### src/rtl/score_pkg.sv
// Shared constants and types for the multi-player bowling score keeper:
// seven-segment patterns, pin clamp limit and the BCD converter state set.
package score_pkg;

    localparam int MAX_PINS = 10;

    localparam logic [6:0] SEG_BLANK = 7'b1111111;

    localparam logic [6:0] SEG_DIGIT [0:9] = '{
        7'b1000000, 7'b1111001, 7'b0100100, 7'b0110000, 7'b0011001,
        7'b0010010, 7'b0000010, 7'b1111000, 7'b0000000, 7'b0010000
    };

    typedef enum logic [1:0] {
        IDLE  = 2'd0,
        LOAD  = 2'd1,
        SHIFT = 2'd2,
        DONE  = 2'd3
    } conv_state_t;

    // Non-decimal nibbles map to blank rather than indexing past the table.
    function automatic logic [6:0] seg_encode(input logic [3:0] digit);
        logic [6:0] seg;
        seg = SEG_BLANK;
        for (int i = 0; i < 10; i++) begin
            if (digit == 4'(i)) begin
                seg = SEG_DIGIT[i];
            end
        end
        return seg;
    endfunction

endpackage

### src/rtl/bin2bcd_seq.sv
// Sequential double-dabble converter that re-renders the seven-segment display
// whenever the presented binary value differs from the last one converted.
module bin2bcd_seq
    import score_pkg::*;
#(
    parameter int SCORE_W = 9,
    parameter int DIGITS  = 3
) (
    input  logic                  clk,
    input  logic                  rst_n,
    input  logic [SCORE_W-1:0]    value_i,
    output logic                  busy_o,
    output logic [7*DIGITS-1:0]   hex_o
);

    localparam int BW = 4 * DIGITS;
    localparam int CW = $clog2(SCORE_W + 1);
    localparam logic [7*DIGITS-1:0] HEX_RESET = ~((7*DIGITS)'(7'b0111111));

    conv_state_t          state_q;
    conv_state_t          state_d;
    logic [SCORE_W-1:0]   cap_q;
    logic [SCORE_W-1:0]   cap_d;
    logic [SCORE_W-1:0]   last_q;
    logic [SCORE_W-1:0]   last_d;
    logic [SCORE_W-1:0]   bin_q;
    logic [SCORE_W-1:0]   bin_d;
    logic [BW-1:0]        bcd_q;
    logic [BW-1:0]        bcd_d;
    logic [CW-1:0]        cnt_q;
    logic [CW-1:0]        cnt_d;
    logic                 busy_q;
    logic                 busy_d;
    logic [7*DIGITS-1:0]  hex_q;
    logic [7*DIGITS-1:0]  hex_d;

    logic [BW-1:0]        bcd_adj;
    logic [7*DIGITS-1:0]  seg_next;

    genvar gi;
    generate
        for (gi = 0; gi < DIGITS; gi++) begin : g_digit
            assign bcd_adj[gi*4 +: 4] = (bcd_q[gi*4 +: 4] >= 4'd5) ?
                                        bcd_q[gi*4 +: 4] + 4'd3 : bcd_q[gi*4 +: 4];
            if (gi == 0) begin : g_units
                assign seg_next[6:0] = seg_encode(bcd_q[3:0]);
            end else begin : g_upper
                // Blank unless this digit or any more significant one is nonzero.
                assign seg_next[gi*7 +: 7] = (|bcd_q[BW-1:gi*4]) ?
                                             seg_encode(bcd_q[gi*4 +: 4]) : SEG_BLANK;
            end
        end
    endgenerate

    always_comb begin
        state_d = state_q;
        cap_d   = cap_q;
        last_d  = last_q;
        bin_d   = bin_q;
        bcd_d   = bcd_q;
        cnt_d   = cnt_q;
        busy_d  = busy_q;
        hex_d   = hex_q;
        case (state_q)
            IDLE: begin
                if (value_i != last_q) begin
                    state_d = LOAD;
                end
            end
            LOAD: begin
                cap_d   = value_i;
                bin_d   = value_i;
                bcd_d   = '0;
                cnt_d   = '0;
                busy_d  = 1'b1;
                state_d = SHIFT;
            end
            SHIFT: begin
                {bcd_d, bin_d} = {bcd_adj[BW-2:0], bin_q, 1'b0};
                cnt_d          = cnt_q + 1'b1;
                if (cnt_q == CW'(SCORE_W - 1)) begin
                    state_d = DONE;
                end
            end
            DONE: begin
                hex_d   = seg_next;
                last_d  = cap_q;
                busy_d  = 1'b0;
                state_d = IDLE;
            end
            default: begin
                state_d = IDLE;
            end
        endcase
    end

    always_ff @(posedge clk or negedge rst_n) begin
        if (!rst_n) begin
            state_q <= IDLE;
            cap_q   <= '0;
            last_q  <= '0;
            bin_q   <= '0;
            bcd_q   <= '0;
            cnt_q   <= '0;
            busy_q  <= 1'b0;
            hex_q   <= HEX_RESET;
        end else begin
            state_q <= state_d;
            cap_q   <= cap_d;
            last_q  <= last_d;
            bin_q   <= bin_d;
            bcd_q   <= bcd_d;
            cnt_q   <= cnt_d;
            busy_q  <= busy_d;
            hex_q   <= hex_d;
        end
    end

    assign busy_o = busy_q;
    assign hex_o  = hex_q;

endmodule

### src/rtl/button_cond.sv
// Button conditioner: 2-flop synchroniser, stability debounce and a one-cycle
// event on each debounced press (1->0) of an active-low button.
module button_cond #(
    parameter int DEBOUNCE_CYCLES = 4
) (
    input  logic clk,
    input  logic rst_n,
    input  logic btn_n_i,
    output logic press_o
);

    localparam int CW = (DEBOUNCE_CYCLES < 2) ? 1 : $clog2(DEBOUNCE_CYCLES + 1);

    logic          sync1_q;
    logic          sync2_q;
    logic          level_q;
    logic          level_d;
    logic [CW-1:0] cnt_q;
    logic [CW-1:0] cnt_d;
    logic          press_q;
    logic          press_d;

    // Counter only advances on consecutive samples that disagree with the level.
    always_comb begin
        level_d = level_q;
        cnt_d   = '0;
        if (sync2_q != level_q) begin
            if (cnt_q == CW'(DEBOUNCE_CYCLES - 1)) begin
                level_d = sync2_q;
            end else begin
                cnt_d = cnt_q + 1'b1;
            end
        end
        press_d = level_q & ~level_d;
    end

    always_ff @(posedge clk or negedge rst_n) begin
        if (!rst_n) begin
            sync1_q <= 1'b1;
            sync2_q <= 1'b1;
            level_q <= 1'b1;
            cnt_q   <= '0;
            press_q <= 1'b0;
        end else begin
            sync1_q <= btn_n_i;
            sync2_q <= sync1_q;
            level_q <= level_d;
            cnt_q   <= cnt_d;
            press_q <= press_d;
        end
    end

    assign press_o = press_q;

endmodule

### src/rtl/multi_player_score.sv
// Multi-player bowling score keeper: debounced hit / end-of-turn buttons,
// per-player saturating scores and a BCD seven-segment view of the active player.
module multi_player_score
    import score_pkg::*;
#(
    parameter int NUM_PLAYERS     = 2,
    parameter int SCORE_W         = 9,
    parameter int MAX_SCORE       = 300,
    parameter int DIGITS          = 3,
    parameter int DEBOUNCE_CYCLES = 4
) (
    input  logic                             CLOCK_50,
    input  logic                             RESET_N,
    input  logic                             HIT_N,
    input  logic                             NEXT_N,
    input  logic [3:0]                       PINS,
    input  logic                             CLEAR,
    output logic [$clog2(NUM_PLAYERS)-1:0]   ACTIVE_PLAYER,
    output logic [NUM_PLAYERS*SCORE_W-1:0]   SCORES,
    output logic                             SAT,
    output logic [DIGITS*7-1:0]              HEX,
    output logic                             BUSY
);

    localparam int AW = $clog2(NUM_PLAYERS);

    logic [1:0]                     btn_n;
    logic [1:0]                     press;
    logic                           hit_ev;
    logic                           next_ev;
    logic [3:0]                     pins_clamped;
    logic [NUM_PLAYERS*SCORE_W-1:0] scores_flat;
    logic [SCORE_W-1:0]             active_score;
    logic [AW-1:0]                  active_q;
    logic [AW-1:0]                  active_d;

    assign btn_n   = {NEXT_N, HIT_N};
    assign hit_ev  = press[0];
    assign next_ev = press[1];

    genvar gi;
    generate
        for (gi = 0; gi < 2; gi++) begin : g_btn
            button_cond #(
                .DEBOUNCE_CYCLES (DEBOUNCE_CYCLES)
            ) u_cond (
                .clk     (CLOCK_50),
                .rst_n   (RESET_N),
                .btn_n_i (btn_n[gi]),
                .press_o (press[gi])
            );
        end
    endgenerate

    assign pins_clamped = (PINS > 4'(MAX_PINS)) ? 4'(MAX_PINS) : PINS;

    generate
        for (gi = 0; gi < NUM_PLAYERS; gi++) begin : g_player
            logic [SCORE_W-1:0] score_q;
            logic [SCORE_W-1:0] score_d;
            logic [SCORE_W:0]   sum;

            // One extra bit keeps the sum from wrapping before saturation.
            assign sum = {1'b0, score_q} + (SCORE_W+1)'(pins_clamped);

            always_comb begin
                score_d = score_q;
                if (CLEAR) begin
                    score_d = '0;
                end else if (hit_ev && (active_q == AW'(gi))) begin
                    score_d = (sum > (SCORE_W+1)'(MAX_SCORE)) ?
                              SCORE_W'(MAX_SCORE) : sum[SCORE_W-1:0];
                end
            end

            always_ff @(posedge CLOCK_50 or negedge RESET_N) begin
                if (!RESET_N) begin
                    score_q <= '0;
                end else begin
                    score_q <= score_d;
                end
            end

            assign scores_flat[gi*SCORE_W +: SCORE_W] = score_q;
        end
    endgenerate

    // A hit in the same cycle as a next is credited before the advance,
    // because the score path above decodes the pre-advance player index.
    always_comb begin
        active_d = active_q;
        if (CLEAR) begin
            active_d = '0;
        end else if (next_ev) begin
            active_d = (active_q == AW'(NUM_PLAYERS - 1)) ? '0 : active_q + 1'b1;
        end
    end

    always_ff @(posedge CLOCK_50 or negedge RESET_N) begin
        if (!RESET_N) begin
            active_q <= '0;
        end else begin
            active_q <= active_d;
        end
    end

    always_comb begin
        active_score = '0;
        for (int i = 0; i < NUM_PLAYERS; i++) begin
            if (active_q == AW'(i)) begin
                active_score = scores_flat[i*SCORE_W +: SCORE_W];
            end
        end
    end

    bin2bcd_seq #(
        .SCORE_W (SCORE_W),
        .DIGITS  (DIGITS)
    ) u_conv (
        .clk     (CLOCK_50),
        .rst_n   (RESET_N),
        .value_i (active_score),
        .busy_o  (BUSY),
        .hex_o   (HEX)
    );

    assign ACTIVE_PLAYER = active_q;
    assign SCORES        = scores_flat;
    assign SAT           = (active_score == SCORE_W'(MAX_SCORE));

endmodule

### config.mk
export PLATFORM = sky130hd
export DESIGN_NAME = multi_player_score
export DESIGN_NICKNAME = d
export VERILOG_FILES = /design/src/rtl/score_pkg.sv /design/src/rtl/bin2bcd_seq.sv /design/src/rtl/button_cond.sv /design/src/rtl/multi_player_score.sv
export SDC_FILE = /design/constraint.sdc
export NUM_CORES = 1
export LEC_CHECK = 0
export BUFFER_PORTS_ARGS = -buffer_cell sky130_fd_sc_hd__buf_2
export CORE_MARGIN = 5
export CORE_UTILIZATION = 40
export CTS_CLUSTER_DIAMETER = 100
export CTS_CLUSTER_SIZE = 14
export DETAILED_ROUTE_END_ITERATION = 16
export GPL_TIMING_DRIVEN = 0
export SETUP_SLACK_MARGIN = 0.1
export SLEW_MARGIN = 25
export SYNTH_ARGS = -nofsm -noshare
export SYNTH_HDL_FRONTEND = slang
export SYNTH_HIERARCHICAL = 1
export SYNTH_SLANG_ARGS = --single-unit
### constraint.sdc
create_clock -name CLOCK_50 -period 3.35 [get_ports CLOCK_50]
set_input_delay 0.1675 -clock CLOCK_50 [delete_from_list [all_inputs] [get_ports CLOCK_50]]
set_output_delay 0.1675 -clock CLOCK_50 [all_outputs]
set_load 0.01 [all_outputs]
==> results.txt, run 1 <==
Status: finished, final reports clean
Top post-synthesis cells by count: dfrtp_1, nor2_1, nand2_1, a21oi_1, o21ai_0
Row cnt: 44
Share of layout cells above drive strength 1: 24.3%
CP top delay family: simple AND/OR/NAND/NOR gates
Synth Net Count: 648
Synth top area share: 33.2%
Clock skew: 0.00819 ns
Final ANT Viol Nets: 0
Crit path max fanout: 6
Pleak: 3.00 nW
Number of CTS-inserted buffers: 9
Worst slew margin: 53.1%
Initial antenna violation count: 0
WP data arrival: 3.09 ns
Critical Path, Cell by Cell: ha_1, inv_1, fa_1, nand2b_1, a21oi_1, nand4_1, xor2_1, a21oi_2, or4b_1, a31oi_1
CP required: 3.62 ns
Placement Setup Slack: 0.356 ns
Max-cap violations: 0
Starting Density: 40.9%
Routability-driven placement congestion ratio: 0.834
RSZ-0062 raised after global routing: false
Grt total ovfl: 0
Largest net degree at the start of global routing: 72
Synth Flop Type: dfrtp_1
Hold Path Class: input pin to flop
Initial drt markers: 301
Max IR drop VDD: 0.000402 V
Vias in the first global route: 4503
Core box area: 14500 um^2
Die height: 132 um
Worst setup startpoint: g_player[1].score_q[0]
Mapped Area: 5950 um^2
Clk_lat worst skew: 0.35 ns
TritonCTS clock tree: done
H-tree levels: 3
Setup_tns: 0 ns
Final worst-path cycle share: 84.2%
Startpoint types: flop
Most common cell in the netlist: dfrtp_1
Slew Limit Fails: 0
Mean area per synthesized cell: 9.82 um^2
ANT cells: 0
EDFF count, synth: 0
Final Non-Filler Cells: 860
Min-delay src: CLEAR
Cells after Synth: 606
Root buffer cell: clkbuf_16
Die span in x: 132 um
Tot Pwr: 0.00386 W
Register area share after synthesis: 42.5%
Fmax: 355 MHz
Gr usage total: 15.5%
Post-DR vias/cell: 5.35
Post-CTS sizing: 0
Cell taking the most area after synthesis: dfrtp_1
DIE AREA: 17400 um^2
FFs w/ async S/R, synth: 100%
Seq cells post-synth: 100
First-pass GRT wire length: 22600 um
WHS: 0.240 ns
Post-CTS Setup Inserts: 0
Final hold violations: 0
Setup WS post-layout: 0.530 ns
Critical-path top delay cell: or4b_1
PwrDens: 568 nW/um^2
Drt total wl: 13200 um
RR Startpoint: g_player[1].score_q[0]
Routed length per instance: 15.3 um
PortBufs: 50
Finish-stage setup viols: 0
Min cycle time layout: 2.82 ns
HPWL after detailed placement: 9510 um
Placed cells: 841
CTS Buffer Depth: 2
Main area contributors after synthesis: dfrtp_1, dfstp_2, ha_1, mux2_2, xnor2_1
First-pass DRT Iterations: 4
Crit. End Element: flop
P&R area growth vs syn: 14.1%
# IOs: 51
DRC viols: 0
Via count: 4603
Clock sinks: 100
Actual slew at the worst max-slew pin: 0.696 ns
CP Class: flop to flop
Nets: 713
Worst-path clk slew: 0.07 ns
Worst stage delay on the critical path: 0.48 ns
Synth unique cells: 78
Synth warn: 6
Filler cell count: 1379
Crit path buf inv count: 1
==> final timing paths <==
path | end | slack [ns] | cells after the start
setup / recovery | g_player[1].score_q[6] | 0.53 | 10
max in group asynchronous | g_btn[1].u_cond/sync2_q | 2.40 | 3
setup reg to reg | g_player[1].score_q[6] | 0.53 | 10
min in group asynchronous | u_conv/bcd_q[6] | 0.27 | 2
hold reg to reg | g_btn[1].u_cond/sync2_q | 0.36 | 0
hold / removal | g_player[0].score_q[7] | 0.24 | 4
==> worst reg2reg max path: stages (launching register included) <==
cell,delay (ns)
dfrtp_1,0.40
ha_1,0.19
inv_1,0.06
fa_1,0.41
nand2b_1,0.22
a21oi_1,0.28
nand4_1,0.15
xor2_1,0.29
a21oi_2,0.11
or4b_1,0.48
a31oi_1,0.16
==> routing by layer <==
layer	part of all wire (%)	wire length [um]	track usage (%)	up-vias
met5	0	0	0	-
met1	47	6240	21.5	2227
li1	-	-	-	2281
met2	47	6240	24.7	87
met4	0.68	89	3.20	0
met3	4.5	596	3.78	8
==> power by group <==
part	total [W]	switching, W	leakage (nW)	internal [W]
Combinational	0.00133	0.000825	1.57	0.000508
Clock	0.00102	0.000502	0.140	0.000522
Sequential	0.00150	0.000102	1.29	0.00140
==> flip-flops by register name, summed over array words and instances, names as in the netlist, 4 cells and up <==
register,cells
u_conv/bcd_q,12
u_conv/cnt_q,4
u_conv/last_q,9
g_btn.u_cond/cnt_q,6
u_conv/bin_q,9
u_conv/cap_q,9
g_player.score_q,18
u_conv/hex_o,21
==> cell families after synthesis <==
family / after synthesis / synth area share [%]
compound gates: 148 / 16.1
xor+xnor: 26 / 3.83
fa+ha+maj: 33 / 7.19
buf+inv: 65 / 4.82
flops: 100 / 42.5
mux: 44 / 8.14
simple gates: 190 / 17.4
==> through the flow <==
step                      utilization, %  area (um^2)
after floorplan                        -         5950
after global placement              44.2         6430
after detailed placement            44.5         6460
after global routing                46.7         6790
after CTS                           46.7         6790
final                               46.7         6790
==> placed cells by master (no fill, tap or decap), drive strengths merged, types with 23 or more instances in the layout <==
cell type | synthesis | routed
a21oi | 43 | 43
o21ai | 37 | 37
inv | 33 | 37
mux2 | 32 | 32
xnor2 | 23 | 23
ha | 31 | 31
nand2 | 39 | 39
nor2 | 51 | 51
buf | 19 | 70
dfrtp | 79 | 79
==> layout make-up <==
type | instances | area [um^2] | area share [%]
sequential | 100 | 2530 | 37.3
multi-input combinational | 441 | 3130 | 46.2
timing repair buffer | 54 | 314 | 4.63
tap | 184 | 230 | 3.39
clock buffer | 9 | 225 | 3.32
inverter | 33 | 124 | 1.83
buffer | 32 | 163 | 2.40
clock inverter | 7 | 67.6 | 0.996
==> timing repair <==
item | 4_1_cts | 5_1_grt
hold buffers | 3 | 0
hold endpoints to repair | 31 | 0
setup endpoints to repair | 0 | 0
(Power assumes the default switching activity.)
==> run 2, diff against run 1 <==
==> constraint.sdc (replaced) <==
create_clock -name CLOCK_50 -period 2.3 [get_ports CLOCK_50]
set_input_delay 0.115 -clock CLOCK_50 [delete_from_list [all_inputs] [get_ports CLOCK_50]]
set_output_delay 0.115 -clock CLOCK_50 [all_outputs]
set_load 0.01 [all_outputs]
==> run 2 against run 1 <==
The flow now finishes with violations (negative setup slack). First-iteration DRC count is 7.0% lower. Final area is 7.4% higher. Combinational power is 48% higher. Via count is 2.2% higher. Flip-flop and latch count stayed put. Routed wire length is 5.4% higher. Power is 48% higher. Utilization is 3.5 points higher.
==> results.txt, run 2 (synthesis results as in run 1) <==
Clk_lat worst skew: 0.35 ns (about the same)
# IOs: 51 (unchanged)
R2R cell count: 10 (unchanged)
Clock skew: 0.00602 ns (was 0.00819 ns)
Largest net degree at the start of global routing: 56 (was 72)
Most frequent cells in the layout: dfrtp_1, buf_2, nor2_1 (unchanged)
TritonCTS clock tree: done (unchanged)
Die span in x: 132 um (unchanged)
Status: complete, but fails checks (was finished, final reports clean)
Global routing usage on met1: 20.8% (was 21.5%)
Clock sinks: 100 (unchanged)
Vias in the first global route: 4716 (was 4503)
Crit path max fanout: 3 (was 6)
Share of layout cells above drive strength 1: 32.6% (was 24.3%)
Via count: 4705 (was 4603)
CP Class: flop to flop (unchanged)
CP required: 2.57 ns (was 3.62 ns)
Min cycle time layout: 2.48 ns (was 2.82 ns)
Worst slew margin: 57.9% (was 53.1%)
Pleak: 3.20 nW (was 3.00 nW)
Starting Density: 40.9% (unchanged)
Max-cap violations: 0 (unchanged)
Hold path endpoint: g_player[0].score_q[4] (was g_player[0].score_q[7])
Number of CTS-inserted buffers: 9 (unchanged)
Hold Path Class: input pin to flop (unchanged)
Initial antenna violation count: 0 (unchanged)
Final hold violations: 0 (unchanged)
Flop-to-flop setup slack: -0.18 ns (was 0.53 ns)
Die height: 132 um (unchanged)
Core box area: 14500 um^2 (unchanged)
Min-delay src: CLEAR (unchanged)
R2R Path End: g_player[1].score_q[6] (unchanged)
Root buffer cell: clkbuf_16 (unchanged)
Routed length per instance: 15.8 um (was 15.3 um)
First-pass GRT wire length: 23300 um (was 22600 um)
Filler cell count: 1324 (was 1379)
First-pass DRT Iterations: 4 (unchanged)
Finish-stage setup viols: 11 (was 0)
Row cnt: 44 (unchanged)
Finished Cell Area: 7290 um^2 (was 6790 um^2)
Tot Pwr: 0.00573 W (was 0.00386 W)
H-tree levels: 3 (unchanged)
Most common cell after layout, fill and taps aside: dfrtp_1 (unchanged)
PortBufs: 50 (unchanged)
GRT busiest layer: met2 (unchanged)
Placement Setup Slack: -0.466 ns (was 0.356 ns)
Final ANT Viol Nets: 0 (unchanged)
Post-DR vias/cell: 5.36 (was 5.35)
Met2 GRT Util: 26.7% (was 24.7%)
Depth of the worst hold-timing path: 3 (was 4)
HPWL after detailed placement: 9730 um (was 9510 um)
Gr usage total: 16.0% (was 15.5%)
Setup_tns: -1.20 ns (was 0 ns)
P&R area growth vs syn: 22.5% (was 14.1%)
Fmax: 404 MHz (was 355 MHz)
CTS Buffer Depth: 2 (unchanged)
Setup WS post-layout: -0.176 ns (was 0.530 ns)
WP data arrival: 2.74 ns (was 3.09 ns)
RSZ-0062 raised after global routing: true (was false)
Final worst-path cycle share: 108% (was 84.2%)
Crit. End Element: flop (unchanged)
Slew Limit Fails: 0 (unchanged)
RR Startpoint: g_player[1].score_q[0] (unchanged)
Grt total ovfl: 0 (unchanged)
ANT cells: 0 (unchanged)
Drt total wl: 13900 um (was 13200 um)
Failing checks: negative setup slack
Max FFs per register: 21 (unchanged)
Startpoint types: flop (unchanged)
Max IR drop VDD: 0.000580 V (was 0.000402 V)
Worst-path clk slew: 0.07 ns (about the same)
Actual slew at the worst max-slew pin: 0.632 ns (was 0.696 ns)
DRC viols: 0 (unchanged)
DIE AREA: 17400 um^2 (unchanged)
Met3 Use GR: 4.08% (was 3.78%)
Routability-driven placement congestion ratio: 0.781 (was 0.834)
Initial drt markers: 280 (was 301)
PwrDens: 785 nW/um^2 (was 568 nW/um^2)
Nets: 731 (was 713)
Placed standard-cell area: 6530 um^2 (was 6460 um^2)
## run 2: metrics by stage
stage	util (%)	std cells	hold slack, ns
after floorplan	-	606	-0.181
after global placement	44.7	840	0.221
after detailed placement	44.9	841	0.0746
after CTS	49.0	872	0.156
after global routing	50.2	878	0.191
final	50.2	878	0.179
## run 2: critical path, stage by stage, from the launching register on
cell,delay (ns)
dfrtp_1,0.37
ha_2,0.20
inv_2,0.04
fa_2,0.35
nand2b_4,0.18
a211oi_4,0.26
nand3_2,0.12
a21oi_4,0.19
a21oi_2,0.09
or4b_1,0.46
a31oi_1,0.14
## run 2: timing repair
action	4_1_cts	5_1_grt
pin swaps	14	9
setup buffers	12	6
gates resized for setup	30	28
hold buffers	3	0
cloned	0	0
endpoints found under the setup margin	17	17
hold endpoints to repair	40	0
## run 2: how the worst max path moves through the flow
| stage | startpoint | end | cells past startpoint | slack (ns) |
|---|---|---|---|---|
| floorplan | g_player[1].score_q[0] | g_player[1].score_q[6] | 10 | -0.09 |
| global placement | PINS[2] | g_player[1].score_q[6] | 13 | -0.40 |
| detailed placement | PINS[2] | g_player[1].score_q[6] | 13 | -0.47 |
| CTS | g_player[1].score_q[0] | g_player[1].score_q[6] | 10 | -0.17 |
| global route | g_player[1].score_q[0] | g_player[1].score_q[6] | 10 | -0.28 |
| finish | g_player[1].score_q[0] | g_player[1].score_q[6] | 10 | -0.18 |
## run 2: area by class of cell
type | instances | area (um^2) | area share (%)
buffer | 32 | 171 | 2.35
clock buffer | 10 | 229 | 3.14
clock inverter | 6 | 76.3 | 1.05
inverter | 33 | 124 | 1.70
multi-input combinational | 441 | 3460 | 47.5
sequential | 100 | 2530 | 34.7
tap | 184 | 230 | 3.16
timing repair buffer | 72 | 465 | 6.39
## run 2: power breakdown
| part | leakage, nW | switching (W) | total (W) | internal (W) |
|---|---|---|---|---|
| combinational | 1.76 | 0.00121 | 0.00197 | 0.000757 |
| clock | 0.150 | 0.000706 | 0.00157 | 0.000866 |
| sequential | 1.29 | 0.000150 | 0.00219 | 0.00204 |
| total | 3.20 | 0.00207 | 0.00573 | 0.00366 |
## run 2: layer usage
metal,wire length (um),up-vias
met5,0,-
met2,6920,85
li1,-,2297
met4,178,0
met3,513,14
met1,6270,2309
